===== config.mk =====
export PLATFORM = sky130hd
export DESIGN_NAME = ibex_rf_access_ctrl
export DESIGN_NICKNAME = d
export VERILOG_FILES = /design/src/rtl/ibex_rf_access_ctrl.sv
export SDC_FILE = /design/constraint.sdc
export NUM_CORES = 1
export LEC_CHECK = 0
export ABC_CLOCK_PERIOD_IN_PS = 2800
export BUFFER_PORTS_ARGS = -buffer_cell sky130_fd_sc_hd__buf_2
export CORE_MARGIN = 2
export CORE_UTILIZATION = 39
export CTS_CLUSTER_DIAMETER = 150
export CTS_CLUSTER_SIZE = 16
export DETAILED_ROUTE_END_ITERATION = 10
export PLACE_DENSITY = 0.81
export SYNTH_ARGS = -nofsm -noshare
export SYNTH_HDL_FRONTEND = slang
export SYNTH_SLANG_ARGS = --single-unit

===== constraint.sdc =====
create_clock -name clk_i -period 2.8 [get_ports clk_i]
set_clock_uncertainty 0.2 [all_clocks]
set_input_delay 0.56 -clock clk_i [delete_from_list [all_inputs] [get_ports clk_i]]
set_output_delay 0.56 -clock clk_i [all_outputs]
set_load 0.005 [all_outputs]

===== src/rtl/ibex_rf_access_ctrl.sv =====
// Register-file access arbiter: post-reset clear sequence, core writeback and a
// single-outstanding debug read/write port sharing one rf write/read port.
module ibex_rf_access_ctrl #(
   parameter bit                   RV32E       = 1'b0,
   parameter int unsigned          DataWidth   = 32,
   parameter logic [DataWidth-1:0] WordZeroVal = '0
) (
   input  logic                 clk_i,
   input  logic                 rst_i,
   input  logic                 core_we_i,
   input  logic [4:0]           core_waddr_i,
   input  logic [DataWidth-1:0] core_wdata_i,
   input  logic                 dbg_req_valid_i,
   output logic                 dbg_req_ready_o,
   input  logic                 dbg_req_write_i,
   input  logic [4:0]           dbg_req_addr_i,
   input  logic [DataWidth-1:0] dbg_req_wdata_i,
   output logic                 dbg_rsp_valid_o,
   output logic                 dbg_rsp_err_o,
   output logic [DataWidth-1:0] dbg_rsp_rdata_o,
   output logic                 rf_we_o,
   output logic [4:0]           rf_waddr_o,
   output logic [DataWidth-1:0] rf_wdata_o,
   output logic [4:0]           rf_raddr_o,
   input  logic [DataWidth-1:0] rf_rdata_i,
   output logic                 busy_o
);

   localparam int unsigned NumWords = RV32E ? 16 : 32;
   localparam logic [4:0]  LastAddr = 5'(NumWords - 1);

   typedef enum logic [1:0] {StClear, StIdle, StRsp} state_e;

   state_e               state_q, state_d;
   logic [4:0]           cnt_q, cnt_d;
   logic                 rsp_valid_q, rsp_valid_d;
   logic                 rsp_err_q, rsp_err_d;
   logic [DataWidth-1:0] rsp_rdata_q, rsp_rdata_d;
   logic                 core_wr;
   logic                 dbg_oob;

   always_comb begin
      state_d         = state_q;
      cnt_d           = cnt_q;
      rsp_valid_d     = 1'b0;
      rsp_err_d       = rsp_err_q;
      rsp_rdata_d     = rsp_rdata_q;
      rf_we_o         = 1'b0;
      rf_waddr_o      = '0;
      rf_wdata_o      = '0;
      rf_raddr_o      = '0;
      dbg_req_ready_o = 1'b0;
      core_wr         = core_we_i && (core_waddr_i != '0);
      dbg_oob         = RV32E && dbg_req_addr_i[4];

      case (state_q)
         StClear: begin
            // Any core write request (even to x0) pauses the clear for that cycle.
            if (!core_we_i) begin
               rf_we_o    = 1'b1;
               rf_waddr_o = cnt_q;
               rf_wdata_o = WordZeroVal;
               if (cnt_q == LastAddr) state_d = StIdle;
               else                   cnt_d   = cnt_q + 5'd1;
            end
         end
         StIdle: begin
            dbg_req_ready_o = !core_we_i;
            if (dbg_req_valid_i && !core_we_i) begin
               state_d     = StRsp;
               rsp_valid_d = 1'b1;
               rsp_err_d   = dbg_oob;
               rsp_rdata_d = '0;
               if (!dbg_oob) begin
                  if (dbg_req_write_i) begin
                     if (dbg_req_addr_i != '0) begin
                        rf_we_o    = 1'b1;
                        rf_waddr_o = dbg_req_addr_i;
                        rf_wdata_o = dbg_req_wdata_i;
                     end
                  end else begin
                     rf_raddr_o  = dbg_req_addr_i;
                     rsp_rdata_d = rf_rdata_i;
                  end
               end
            end
         end
         StRsp:   state_d = StIdle;
         default: state_d = StClear;
      endcase

      if (core_wr) begin
         rf_we_o    = 1'b1;
         rf_waddr_o = core_waddr_i;
         rf_wdata_o = core_wdata_i;
      end

      // Reset masks every port action combinationally, not just the next state.
      if (rst_i) begin
         rf_we_o         = 1'b0;
         rf_waddr_o      = '0;
         rf_wdata_o      = '0;
         rf_raddr_o      = '0;
         dbg_req_ready_o = 1'b0;
      end
   end

   always_ff @(posedge clk_i) begin
      if (rst_i) begin
         state_q     <= StClear;
         cnt_q       <= 5'd1;
         rsp_valid_q <= 1'b0;
         rsp_err_q   <= 1'b0;
         rsp_rdata_q <= '0;
      end else begin
         state_q     <= state_d;
         cnt_q       <= cnt_d;
         rsp_valid_q <= rsp_valid_d;
         rsp_err_q   <= rsp_err_d;
         rsp_rdata_q <= rsp_rdata_d;
      end
   end

   assign dbg_rsp_valid_o = rsp_valid_q && !rst_i;
   assign dbg_rsp_err_o   = rsp_err_q;
   assign dbg_rsp_rdata_o = rsp_rdata_q;
   assign busy_o          = (state_q == StClear) || rst_i;

endmodule

# [Word-level counts from Yosys, hierarchy flattened]
# Cells that the tools add are included.
[totals] register_bits=40 latch_bits=0 ram_bits=0 rom_bits=0 inputBits=111 out_inout_bits=79 wordCells=59 mem_count=0
[classes] n_addsub=1 multipliers=0 div_mod_pow=0 order_cmp=0 n_eq_ne=6 n_shift=0 mux=32 n_bitwise=3 reduce_logical=13
[op_table] operator="32-bit two-way mux" n=7
[op_table] operator="5-bit two-way mux" n=10
[op_table] operator="5-bit case mux with 2 select lines" n=1
[op_table] operator="5-bit nonzero test" n=2
[op_table] operator="1-bit two-way mux" n=9
[op_table] operator="2-bit two-way mux" n=3
[op_table] operator="2-bit != test, second input constant" n=3
[op_table] operator="2-bit case mux with 3 select lines" n=1
[op_table] operator="3-bit AND reduction" n=2
[op_table] operator="5-bit by 1-bit adder with 5-bit output, second input constant" n=1
[op_table] operator="5-bit equality test, second input constant" n=1
[op_table] operator="1-bit logical AND" n=3
[op_table] operator="1-bit NOT" n=3
[op_table] operator="2-bit by 1-bit equality test with 1-bit output, second input constant" n=1
[op_table] operator="2-bit equality test, second input constant" n=1
[op_table] operator="1-bit logical NOT" n=2
[op_table] operator="2-bit logical NOT" n=1
[op_table] operator="1-bit case mux with 2 select lines" n=1
[op_table] operator="2-bit AND reduction" n=1
[op_table] operator="2-bit OR reduction" n=1
[op_table] operator="1-bit logical OR" n=1

# [Logic depth before layout (Yosys ltp)]
# Gate-level depths: netlist (run 1).
[depth] depth_word=7 depth_mapped=6 ltp_nobuf=6

# [Worst setup path before layout (run 1)]
# No wires, ideal clock.
[synth_timing] path_type="input-to-output" start="input core_waddr_i[4]" end="output rf_wdata_o[10]" t_arrival_ps=1642 required_ps=2040 slack_ps=398 cell_stages=4 n_path_buf=1 cell_sequence="or4_1 o21ai_2 buf_2 o32ai_1"
[synth_between] elab_chain_len=4
[synth_lines] element="start, declared" line="11" rtl="input logic [4:0] core_waddr_i,"
[synth_lines] element="5-bit nonzero test" line="53" rtl="core_wr = core_we_i && (core_waddr_i != '0);"
[synth_lines] element="1-bit logical AND" line="53"
[synth_lines] element="32-bit two-way mux" line="92" rtl="if (core_wr) begin"
[synth_lines] element="32-bit two-way mux" line="99" rtl="if (rst_i) begin"
[synth_lines] element="end, declared" line="23" rtl="output logic [DataWidth-1:0] rf_wdata_o,"
# No other way between the ends.

# [Final worst setup path (run 1)]
[layout_timing] start="input core_waddr_i[4]" end="output rf_wdata_o[15]"
# Same word-level chain as after synthesis.

==> results of run 1 <==
==> layer usage <==
metal | wire length [um] | vias up | global-route usage (%)
met5 | 0 | - | 0
met4 | 221 | 0 | 9.831
met3 | 594 | 21 | 4.831
met2 | 3435 | 132 | 37.00
met1 | 2720 | 1166 | 23.48
li1 | - | 1302 | -
==> sequential cells by signal, summed over array words and instances, names as in the netlist <==
signal / cells
dbg_rsp_rdata_o: 32
cnt_q: 5
state_q: 2
rsp_valid_q: 1
==> kinds of logic after synthesis <==
kind of cell,count (synthesis),share of synthesized area (%)
adders and majority gates,2,1.107
and+or+nand+nor,66,18.83
other,1,0.1660
DFF,40,35.44
AOI/OAI and AO/OA,87,31.51
buffers and inverters,62,12.57
xor gates and xnor gates,1,0.3877
==> placed cells by master (no fill, tap or decap), drive strengths merged, types with 2 or more instances in the layout <==
master    n
and2      5
a31oi     2
ha        2
o21bai    2
buf     200
o21ai     3
o32ai    32
dfxtp    40
a22oi     4
nand2b   34
inv      35
nand3     5
nand2     4
clkbuf    5
nor4b     2
or3       2
a21oi     9
or4       3
a22o     32
nor2b     4
==> worst paths after layout <==
check	startpoint	end	slack (ns)
worst max-delay path	core_waddr_i[4]	rf_wdata_o[15]	0.11
worst min-delay path	dbg_rsp_rdata_o[27]	dbg_rsp_rdata_o[27]	0.27
worst max register to register	state_q[1]	dbg_rsp_rdata_o[25]	0.43
worst min register to register	dbg_rsp_rdata_o[27]	dbg_rsp_rdata_o[27]	0.27
==> cell type report <==
type	instances	area share (%)
flip-flops and latches	40	23.81
well taps	72	2.675
clock buffers	5	2.043
multi-input cells	157	34.96
inverters	35	3.900
repair buffers	200	31.35
clock inverters	3	1.263
==> power groups by stage <==
stage | registers, mW | clock network [mW] | logic (mW)
after floorplan | 0.589 | 0 | 0.0966
after global placement | 0.590 | 0 | 0.215
after detailed placement | 0.590 | 0 | 0.220
after CTS | 0.577 | 0.469 | 0.220
after global routing | 0.577 | 0.494 | 0.247
final | 0.577 | 0.457 | 0.219
==> metrics by stage <==
stage | area, um2 | power (mW) | std cells | util, %
after floorplan | 2260 | 0.6857 | 259 | -
after global placement | 3256 | 0.8047 | 504 | 58.76
after detailed placement | 3256 | 0.8098 | 504 | 58.76
after CTS | 3367 | 1.266 | 512 | 60.77
after global routing | 3368 | 1.319 | 512 | 60.79
final | 3368 | 1.254 | 512 | 60.79
==> worst register-to-register path, cell delays in order, from the launching register on <==
cell and delay (ns):
dfxtp_1 0.48, and4bb_1 0.27, buf_4 0.18, nor2_2 0.91
a22o_1 0.27
==> timing repair <==
action / 4_1_cts / 5_1_grt
hold buffers: 0 / 0
setup endpoints to repair: 0 / 2
gates resized for setup: 0 / 1
setup buffers: 0 / 0
==> results.toml, run 1 <==
[place]
pre_cts_ws_ns = 0.1083
gp_congestion = 0.8030
port_buffers = 188
dp_hpwl_mm = 5.613

[cts]
clk_latency_ns = 0.29
cts-root-buf = "clkbuf_8"
cts_tree = "built"
clk_pin_slew_ns = 0.07
cts_sinks = 40
cts.path.max_buffers = 2
cts-buffers-inserted = 5
htreeDepth = 2

[sta]
hold_viol = 0
period_share_pct = 95.98
whs_ns = 0.2735
fmax_mhz = 372.1
setup_slack_ns = 0.1125
setup_viol = 0
rsz0062_at_grt = "no"
drv_slew = 0
slew_headroom_pct = 18.40
tightest_slew_ns = 1.223
tns_ns = 0
period_needed_ns = 2.687

[die]
rows = 27
die_h_um = 80.12
die_area_um2 = 6419
start_util_pct = 40.79
io_pins = 190
core-area_um2 = 5540
die_x_um = 80.12

[final_layout]
multi_input_area_um2 = 1177
drive_gt1_share_pct = 48.64
seqCellArea_um2 = 802.0
synthToLayoutAreaGrowth_pct = 49.06
antennaDiodeCount = 0
n_fill_cell = 509
finish.net_count = 552

[setup_path]
start_kind = "primary input"
crit_buf_inv = 3
cp_data_required_time_ns = 2.04
end_kind = "output pin"
crit_path_cell_trace = "buf_2 -> or4_1 -> o21ai_2 -> buf_12 -> o32ai_1 -> buf_2"
cp_common_cell = "buf_2"
slowest_stage = "or4_1"
cp.depth = 6
r2r_cells = 4
worstPathArrival_ns = 1.93
crit_path_max_fanout = 34
path_delay_family = "simple AND/OR/NAND/NOR gates"
cp_slowest_stage_delay_ns = 0.58
crit_type = "in2out"

[power]
sequentialPowerShare_pct = 46.0
power_frac_comb_pct = 17.5
power_per_cell_area_nw_per_um2 = 372.2
switching_share_pct = 23.94
leakagePower_nw = 1.822
switchingPower_mw = 0.3001
vdd.ir_drop.worst_mv = 0.2394
p_int_mw = 0.9535
p_clk_share_pct = 36.5

[synthesis]
synth_edf_count = 0
ys_top_cells_by_count = "dfxtp_1, inv_1, nand2b_1, a22o_1, o32ai_1"
yosysTopAreaCell = "dfxtp_1"
yosysWarnings = 0
synth-seq-cells = 40
syn_nets = 372
avgSynthCellArea_um2 = 8.725
async_reset_ff_share_pct = 0
syn_area_um2 = 2260
seq_area_frac_synth_pct = 35.44
yosysMostFrequentCell = "dfxtp_1"
ys.flop_type = "dfxtp_1"
yosysTopAreaCellShare_pct = 35.44
synth.area.top_cells = "dfxtp_1, a22o_1, o32ai_1"
synthCells = 259
synth.distinct_cells = 37

[detailed_routing]
drt_iter0_markers = 130
drc_errors = 0
first_pass_iters = 4
vias = 2621
post_drt_wl_per_cell_um = 13.62
via_per_inst = 5.119
detail-route-antenna-nets = 0
wl_mm = 6.971

[global_routing]
grt_antenna_before_repair = 0
first_global_vias = 2320
grt_pass1_wl_mm = 10.49
grt_start_max_net_pins = 36
grt_overflow_total = 0
track_usage_pct = 20.88

[outcome]
outcome = "finished clean"

[hold_path]
hold_path.class = "reg2reg"
hold_depth = 1

[run]
maxCapViolCount = 0
Note: power is estimated with default switching activity, not from simulation.
==> run 2, diff against run 1 <==
--- a/config.mk
+++ b/config.mk
@@ -13,6 +13,7 @@
 export CTS_CLUSTER_SIZE = 16
 export DETAILED_ROUTE_END_ITERATION = 10
 export PLACE_DENSITY = 0.81
+export REMOVE_ABC_BUFFERS = 1
 export SYNTH_ARGS = -nofsm -noshare
 export SYNTH_HDL_FRONTEND = slang
 export SYNTH_SLANG_ARGS = --single-unit
==> results.toml, run 2 (synthesis results as in run 1) <==
[cts]
ctsResizeCount = 0
clk_pin_slew_ns = 0.09
cts-buffers-inserted = 5
htreeDepth = 2
clk_latency_ns = 0.28
ctsHoldBuffers = 0
cts_tree = "built"
cts-root-buf = "clkbuf_8"
cts_sinks = 40
cts.path.max_buffers = 2
cts_setup_buffers = 0

[die]
core-area_um2 = 5540
die_area_um2 = 6419
die_h_um = 80.12
io_pins = 190
die_x_um = 80.12
start_util_pct = 40.79
rows = 27

[sta]
rsz0062_at_grt = "no"
drv_slew = 0
period_needed_ns = 2.672
setup_viol = 0
tightest_slew_ns = 0.6033
period_share_pct = 95.43
hold_viol = 0
fmax_mhz = 374.2
setup_slack_ns = 0.1279
slew_headroom_pct = 59.41

[place]
post_dp_cell_area_um2 = 3246
port_buffers = 188
pre_cts_ws_ns = 0.1387
dp_hpwl_mm = 5.555
gp_congestion = 0.7663

[detailed_routing]
drt_iter0_markers = 99
post_drt_wl_per_cell_um = 14.18
first_pass_iters = 4
drc_errors = 0
vias = 2589
detail-route-antenna-nets = 0
wl_mm = 7.220
via_per_inst = 5.086

[final_layout]
final_util_pct = 60.66
layout_common_cells = "buf_2, dfxtp_1, inv_1, nand2b_1"
finalInstanceArea_um2 = 3361
antennaDiodeCount = 0
finish.net_count = 549
synthToLayoutAreaGrowth_pct = 48.73
final_common_cell = "buf_2"
largest_reg_flops = 32
drive_gt1_share_pct = 48.05

[power]
vdd.ir_drop.worst_mv = 0.3638
power_mw = 1.271
leakagePower_nw = 1.815
power_per_cell_area_nw_per_um2 = 378.2

[global_routing]
grt_pass1_wl_mm = 10.33
grt_start_max_net_pins = 66
grt_antenna_before_repair = 0
first_global_vias = 2192
track_usage_pct = 20.11
grt_overflow_total = 0

[setup_path]
start_kind = "primary input"
crit_type = "in2out"
cp_data_required_time_ns = 2.04
r2r_cells = 6
crit_path_max_fanout = 32
worstPathArrival_ns = 1.91
rrSetupSlack_ns = 0.64
end_kind = "output pin"
r2r_end = "cnt_q[3]"
r2r_start = "cnt_q[0]"

[hold_path]
min_to = "dbg_rsp_rdata_o[30]"
worstHoldStart = "dbg_rsp_rdata_o[30]"
hold_path.class = "reg2reg"
hold_depth = 1

[outcome]
outcome = "finished clean"

[run]
maxCapViolCount = 0
## run 2: worst max-delay path: stages
cell	delay, ns
buf_2	0.10
or4_1	0.55
o21ai_2	0.23
buf_12	0.22
o32ai_1	0.10
buf_2	0.14
## run 2: worst max path at each step
stage / end / from / depth (start not counted) / slack (ns)
finish: rf_wdata_o[19] / core_waddr_i[4] / 6 / 0.13
global route: rf_wdata_o[28] / core_waddr_i[4] / 6 / 0.05
CTS: rf_wdata_o[13] / core_waddr_i[4] / 6 / 0.14
detailed placement: rf_wdata_o[13] / core_waddr_i[4] / 6 / 0.14
global placement: rf_wdata_o[27] / core_waddr_i[4] / 6 / 0.17
floorplan: rf_we_o / core_waddr_i[4] / 3 / -0.005
## run 2: through the flow
stage / std cells / hold WS, ns / TNS, ns
3_5_place_dp: 501 / 0.2529 / 0
3_3_place_gp: 501 / 0.2499 / 0
4_1_cts: 509 / 0.2664 / 0
6_report: 509 / 0.2721 / 0
2_1_floorplan: 232 / 0.2428 / -0.005252
5_1_grt: 509 / 0.2651 / 0
## run 2: routing by layer
metal | wire (um) | global-route usage [%] | share of wire (%)
met4 | 169 | 6.610 | 2.3
met1 | 3004 | 24.95 | 42
met5 | 0 | 0 | 0
met2 | 3577 | 34.83 | 50
met3 | 468 | 3.820 | 6.5
## run 2: final cells by class
class | instances | area (um2)
Fill cell | 497 | 2180
Tap cell | 72 | 90.09
Inverter | 35 | 131.4
Timing Repair Buffer | 197 | 1046
Clock buffer | 5 | 68.82
Clock inverter | 3 | 46.29
Multi-Input combinational cell | 157 | 1177
Sequential cell | 40 | 800.8
## run 2: where the power goes
group / internal, mW / switching (mW) / leakage, nW
Clock: 0.268 / 0.209 / 0.0548
Combinational: 0.116 / 0.101 / 1.44
Sequential: 0.572 / 0.00446 / 0.323
Total: 0.957 / 0.314 / 1.81
